==> config.mk <==
export PLATFORM = sky130hd
export DESIGN_NAME = bus_scan_tx
export DESIGN_NICKNAME = d
export VERILOG_FILES = /design/src/rtl/bus_scan_pkg.sv /design/src/rtl/bus_scan_tx_serializer.sv /design/src/rtl/bus_scan_tx.sv
export SDC_FILE = /design/constraint.sdc
export NUM_CORES = 1
export LEC_CHECK = 0
export ABC_AREA = 1
export CAP_MARGIN = 30
export CORE_MARGIN = 4
export CORE_UTILIZATION = 51
export CTS_CLUSTER_DIAMETER = 60
export CTS_CLUSTER_SIZE = 16
export DETAILED_ROUTE_END_ITERATION = 7
export PLACE_DENSITY = 0.77
export SLEW_MARGIN = 20
export SYNTH_ARGS = -nofsm -noshare
export SYNTH_HDL_FRONTEND = slang
export SYNTH_SLANG_ARGS = --single-unit
export TNS_END_PERCENT = 20
==> constraint.sdc <==
create_clock -name clk -period 1.4 [get_ports clk]
set_clock_uncertainty 0.1 [all_clocks]
set_input_delay 0.14 -clock clk [delete_from_list [all_inputs] [get_ports clk]]
set_output_delay 0.14 -clock clk [all_outputs]
set_load 0.1 [all_outputs]
==> src/rtl/bus_scan_pkg.sv <==
// Shared definitions for the bus scan transmitter.
// Contents:
//   state_t    - scan/frame state encoding used by the top-level FSM
//   DEF_NREG   - default number of bus source slots
//   DEF_DW     - default bus/data width
//   FRAME_BITS - serial bits per slot: one start bit, DW data bits, one stop bit
//   LINE_IDLE  - level of the serial line when no frame is being sent
//   LINE_START - level of the start bit
//   frame_bits - frame length for an arbitrary data width
package bus_scan_pkg;

   typedef enum logic [2:0] {
      ST_IDLE,
      ST_SETTLE,
      ST_CAPTURE,
      ST_WAIT,
      ST_START,
      ST_DATA,
      ST_STOP
   } state_t;

   localparam int DEF_NREG = 4;
   localparam int DEF_DW = 4;
   localparam int FRAME_BITS = DEF_DW + 2;

   localparam logic LINE_IDLE = 1'b1;
   localparam logic LINE_START = 1'b0;

   function automatic int frame_bits(input int dw);
      return dw + 2;
   endfunction

endpackage

==> src/rtl/bus_scan_tx_serializer.sv <==
// Parallel-to-serial helper for the bus scan transmitter.
// Holds the captured bus value, shifts it right one place per shift request
// and counts how many bits have already been moved onto the line.
// Ports:
//   clk      in   system clock
//   rst      in   synchronous active-high reset
//   load     in   capture data and clear the bit counter
//   data     in   [DW-1:0] value to capture
//   shift    in   advance to the next bit (shift right, count up)
//   cur_bit  out  bit currently at the LSB of the shift register
//   next_bit out  bit that becomes the LSB after the next shift
//   last     out  the LSB is the final data bit of the frame
module bit_serializer
   import bus_scan_pkg::*;
#(
   parameter int DW = DEF_DW
)(
   input  logic          clk,
   input  logic          rst,
   input  logic          load,
   input  logic [DW-1:0] data,
   input  logic          shift,
   output logic          cur_bit,
   output logic          next_bit,
   output logic          last
);

   localparam int CW = (DW > 1) ? $clog2(DW) : 1;

   logic [DW-1:0] shreg;
   logic [DW-1:0] shifted;
   logic [CW-1:0] count;

   // The register is loaded once per slot and then only shifted, so the
   // captured value stays frozen no matter what the bus does afterwards.
   // The counter tracks which data bit is on the line; the last bit is never
   // shifted past, so the counter tops out at DW-1.
   always_ff @(posedge clk) begin
      if (rst) begin
         shreg <= '0;
         count <= '0;
      end else if (load) begin
         shreg <= data;
         count <= '0;
      end else if (shift) begin
         shreg <= shifted;
         count <= count + 1'b1;
      end
   end

   // The top registers tx from next_bit on the same edge that shifts, so the
   // line and the register stay in step.
   assign shifted  = shreg >> 1;
   assign cur_bit  = shreg[0];
   assign next_bit = shifted[0];
   assign last     = (count == CW'(DW - 1));

endmodule

==> src/rtl/bus_scan_tx.sv <==
// Bus scan transmitter: on a start pulse, steps the bus-mux select through
// every source slot, captures each bus value and sends it out as a
// start / LSB-first data / stop frame, one bit per tick.
// Ports:
//   clk     in   system clock
//   rst     in   synchronous active-high reset
//   start   in   one-cycle scan request (honoured only when idle)
//   tick    in   one-cycle bit-rate enable
//   bus_in  in   [DW-1:0] shared register bus from the bus mux
//   sel     out  [SW-1:0] bus-mux select, 0..NREG-1
//   tx      out  serial line, idle high
//   busy    out  high for the whole scan
//   done    out  one-cycle pulse when the final stop bit ends
module bus_scan_tx
   import bus_scan_pkg::*;
#(
   parameter int NREG = DEF_NREG,
   parameter int DW = DEF_DW,
   localparam int SW = (NREG > 1) ? $clog2(NREG) : 1
)(
   input  logic          clk,
   input  logic          rst,
   input  logic          start,
   input  logic          tick,
   input  logic [DW-1:0] bus_in,
   output logic [SW-1:0] sel,
   output logic          tx,
   output logic          busy,
   output logic          done
);

   state_t state;

   logic ser_load;
   logic ser_shift;
   logic ser_cur;
   logic ser_next;
   logic ser_last;

   // Capture happens in its own state, two clocks after the select settles,
   // so the mux output has a full cycle to propagate. A data tick shifts
   // only while more data bits remain; the final tick moves to the stop bit.
   assign ser_load  = (state == ST_CAPTURE);
   assign ser_shift = (state == ST_DATA) && tick && !ser_last;

   bit_serializer #(
      .DW(DW)
   ) u_serializer (
      .clk     (clk),
      .rst     (rst),
      .load    (ser_load),
      .data    (bus_in),
      .shift   (ser_shift),
      .cur_bit (ser_cur),
      .next_bit(ser_next),
      .last    (ser_last)
   );

   // Scan sequencer. Every output is a register updated on the same edge
   // that samples tick, so each bit lasts exactly one tick interval. Ticks
   // seen in IDLE, SETTLE or CAPTURE are deliberately ignored; a frame always
   // begins on the first tick seen in WAIT. done is a single-cycle pulse, and
   // since the final stop edge leaves the FSM in IDLE, a start arriving on
   // that same edge is seen by STOP and dropped.
   always_ff @(posedge clk) begin
      if (rst) begin
         state <= ST_IDLE;
         sel   <= '0;
         tx    <= LINE_IDLE;
         busy  <= 1'b0;
         done  <= 1'b0;
      end else begin
         done <= 1'b0;
         case (state)
            ST_IDLE: begin
               tx  <= LINE_IDLE;
               sel <= '0;
               if (start) begin
                  state <= ST_SETTLE;
                  busy  <= 1'b1;
               end
            end
            ST_SETTLE: begin
               state <= ST_CAPTURE;
            end
            ST_CAPTURE: begin
               state <= ST_WAIT;
            end
            ST_WAIT: begin
               if (tick) begin
                  state <= ST_START;
                  tx    <= LINE_START;
               end
            end
            ST_START: begin
               if (tick) begin
                  state <= ST_DATA;
                  tx    <= ser_cur;
               end
            end
            ST_DATA: begin
               if (tick) begin
                  if (ser_last) begin
                     state <= ST_STOP;
                     tx    <= LINE_IDLE;
                  end else begin
                     tx <= ser_next;
                  end
               end
            end
            ST_STOP: begin
               if (tick) begin
                  if (sel == SW'(NREG - 1)) begin
                     state <= ST_IDLE;
                     done  <= 1'b1;
                     busy  <= 1'b0;
                     sel   <= '0;
                  end else begin
                     state <= ST_SETTLE;
                     sel   <= sel + 1'b1;
                  end
               end
            end
            default: begin
               state <= ST_IDLE;
               sel   <= '0;
               tx    <= LINE_IDLE;
               busy  <= 1'b0;
            end
         endcase
      end
   end

endmodule

==> summary by stage <==
Worst setup path
The path depth of the worst reg2reg path is 7. The delay contributed by the slowest stage of the critical path is 0.43 ns. Traced cell by cell, the critical path runs through nand2_2, nor2_4, nand3_4, nand2_4, inv_2, nor2_1, nor2_1. The most repeated library cell on the critical path is sky130_fd_sc_hd__nor2_1. The endpoint arrival time on the critical path is 1.40 ns. The endpoint of the lowest-slack register-to-register path is u_serializer.shreg[0]. Broken down by cell family, the worst path's largest delay share belongs to simple AND/OR/NAND/NOR gates.

The element type at the critical path end is a register. The cell with the largest stage delay on the worst path is sky130_fd_sc_hd__dfxtp_2. The worst register-to-register path has a setup slack of 0.08 ns. The path type of the worst setup path is reg2reg. The required time at the endpoint of the critical path is 1.48 ns.

The startpoint identified for the worst register-to-register timing path is state[0]. The count of buffer and inverter cells on the critical path is 1. The maximum fanout along the worst path is 6. STA classifies the critical path startpoint as a register.

Pwr
The maximum VDD drop is 0.00150 V. The standby leakage power is 0.505 nW. The power density over the cells is 2200 nW/um2.

Timing
Dividing the final minimum period by the clock period gives 94.3%. After layout, the minimum clock period comes to 1.32 ns. The number of slew-limit violations in the final report is 0. Derived from the worst setup path, the maximum achievable clock frequency is 758 MHz. The actual slew at the worst max-slew pin is 0.280 ns.

The worst-case hold slack is 0.331 ns. The number of setup violations in the final report is 0. The worst pin sits at a relative slew slack of 81.2%. Setup repair after global routing left no endpoint under its margin. The number of hold-slack violations in the final timing report is 0. The post-layout worst setup margin is 0.0804 ns.

Finish
For this run, the share of the core covered by cells in the final layout is 72.3%. The net count of the finished layout is 150. The summed area of non-filler cells in the final layout is 1090 um2.

The share of post-route cells with drive strength above 1 is 31.7%. The repair_antennas step left the layout with diodes totalling 0. The area growth from synthesis to layout is 34.0%.

Clocking
The number of buffers on the longest clock path is 2. The later pin in the worst-skew pair is clocked with a latency of 0.28 ns. The clock slew at the register clock pins of the worst setup and hold paths is 0.09 ns. The TritonCTS clock tree is yes.

The root cell of the clock tree is sky130_fd_sc_hd__clkbuf_4. The number of clock sinks seen by CTS is 14. The count of hold buffers inserted by post-cts repair is 0. The number of clock buffers inserted by TritonCTS is 3. In this run the number of H-tree levels came out at 1.

Synth
The mapped cell area is 813 um2. Yosys printed 0 warnings. The post-synthesis cell count is 118.

The proportion of synthesized chip area in sequential cells is 34.5%. The netlist uses 18 different library cells. Counting flops and latches in the post-synthesis netlist gives 14. Dividing the synthesized area by the synthesized cell count gives 6.89 um2. The net count after synthesis is 128.

Status
The flow ran to the end, and the final reports show no timing, DRC or antenna violations.

Placed design
Before CTS, the worst setup slack after placement is -0.0744 ns. The half-perimeter wire length after detailed placement is 1.44 mm. In this run the cell area measured after placement is 1050 um2.

The count of buffers added on input and output ports is 12. The congestion estimate from routability-driven global placement came to 0.790.

Worst hold path
The worst hold path terminates at u_serializer.shreg[3]. The path class of the lowest-slack min-delay path is in2reg. The worst hold path begins at bus_in[3].

The worst hold path passes through 3 cells.

GRT
The met2 track demand over resource in global routing is 31.9%. The highest-utilization routing layer at the global route stage is met2. The met1 track utilization from global routing is 18.6%. The number of antenna violations at the first check in global routing came to 0.

Entering global routing, the biggest net connects 9 pins. The met3 track demand over resource is 5.64%. For this run the aggregate overflow at the end of global routing stands at 0. The first global-routing pass estimated 2.84 mm of wire. The overall global routing resource usage is 17.6%. The number of global-route vias before repair is 749.

Detailed routing
The number of nets with antenna violations after detailed routing is 0. The average detailed-routed wire length per instance is 11.5 um. Detailed routing inserted a total of 822 vias. The first TritonRoute pass finished after 4 iterations. After detailed routing, the number of vias per cell comes to 5.30. The overall routed net length is 1.78 mm. The residual DRC count is 0.

For this block, the initial DRC count from the detailed router was 16.

Floorplan
The effective utilization at floorplan is 54.0%. The chip height is 47.9 um. The initialized floorplan defines 14 standard-cell rows. In this run the horizontal extent of the chip is 47.9 um. The core region is 1510 um2. The floorplan die area is 2300 um2. The count of pins on the block boundary is 13.

Flow run
The tool flagged a number of max-cap violations equal to 0.
## how the worst max path moves through the flow
stage	from	endpoint	slack (ns)	depth (start not counted)
2_1_floorplan	sel[0]	busy	0.04	8
4_1_cts	state[0]	state[2]	0.002	7
6_report	state[0]	u_serializer.shreg[0]	0.08	7
5_1_grt	u_serializer.count[0]	state[0]	0.003	7
3_5_place_dp	tick	state[1]	-0.07	6
3_3_place_gp	tick	state[1]	-0.03	6
## cell usage after synthesis
master	number	share of area, %
sky130_fd_sc_hd__nand2_1	36	17
sky130_fd_sc_hd__inv_1	9	4.2
sky130_fd_sc_hd__nand2_4	2	2.8
sky130_fd_sc_hd__inv_2	3	1.4
sky130_fd_sc_hd__dfxtp_1	14	34
sky130_fd_sc_hd__clkinv_4	1	1.1
sky130_fd_sc_hd__nand3_4	2	4.3
sky130_fd_sc_hd__nor2_2	9	6.9
sky130_fd_sc_hd__o21ai_1	2	1.2
sky130_fd_sc_hd__ha_1	2	3.1
sky130_fd_sc_hd__a21oi_1	7	4.3
sky130_fd_sc_hd__xor2_1	1	1.1
sky130_fd_sc_hd__nand2_2	6	4.6
sky130_fd_sc_hd__inv_4	1	0.77
sky130_fd_sc_hd__o21ai_0	4	2.5
sky130_fd_sc_hd__nor2_4	1	1.4
sky130_fd_sc_hd__nand3_1	7	4.3
sky130_fd_sc_hd__nor2_1	11	5.1
## cells by family (layout without fill, tap and decap cells)
group | Yosys count | after routing | synth area share [%]
xor+xnor | 1 | 1 | 1.08
compound gates | 13 | 13 | 8.00
flops | 14 | 14 | 34.5
simple gates | 74 | 74 | 46.0
fa+ha+maj | 2 | 2 | 3.08
buf+inv | 14 | 35 | 7.38
## cell type report
class                      count  area, um2
multi-input combinational     90        482
fill                         129        417
sequential                    14        294
timing repair buffer          17        208
inverter                      14       60.1
clock buffer                   3       22.5
tap                           16       20.0
clock inverter                 1       3.75
## state kept, by name (all words and copies together), names as in the netlist
| register | flops |
|---|---|
| done | 1 |
| u_serializer.shreg | 4 |
| state | 3 |
| tx | 1 |
| sel | 2 |
| busy | 1 |
| u_serializer.count | 2 |
## worst min-delay path: stages
cell	delay, ns
sky130_fd_sc_hd__clkdlybuf4s50_1	0.41
sky130_fd_sc_hd__nand2_1	0.07
sky130_fd_sc_hd__a21oi_1	0.06
## report_power, final
| group | internal [W] | total, W | switching [W] |
|---|---|---|---|
| combinational | 0.000539 | 0.00149 | 0.000947 |
| sequential | 0.000528 | 0.000673 | 0.000145 |
| clock | 0.000103 | 0.000239 | 0.000136 |
## layout by cell type (no fill, tap or decap), drive strengths merged
cell type      Yosys  routed
nand3              9       9
clkdlybuf4s50      0       7
clkbuf             0       3
inv               13      13
ha                 2       2
nand2             44      44
nor2              21      21
a21oi              7       7
o21ai              6       6
xor2               1       1
dfxtp             14      14
buf                0      10
clkinv             1       2
## per-layer routing
| metal | share of wire, % | vias to the layer above | wire [um] |
|---|---|---|---|
| li1 | - | 414 | - |
| met1 | 40 | 384 | 706 |
| met2 | 54 | 22 | 960 |
| met3 | 5.2 | 2 | 93 |
| met4 | 0.96 | 0 | 17 |
| met5 | 0 | - | 0 |
## per-stage QoR
stage          instances  setup TNS (ns)  total power (W)
3_5_place_dp         151          -0.206          0.00213
6_report             155               0          0.00240
3_3_place_gp         151         -0.0539          0.00208
5_1_grt              155               0          0.00259
2_1_floorplan        118               0          0.00171
4_1_cts              155               0          0.00238
## repair_timing
action                     in CTS  in global routing
setup endpoints to repair       0                 10
gates resized for setup         0                  6
buffers inserted                0                  0
No activity file was read; power rests on OpenSTA's default activity.
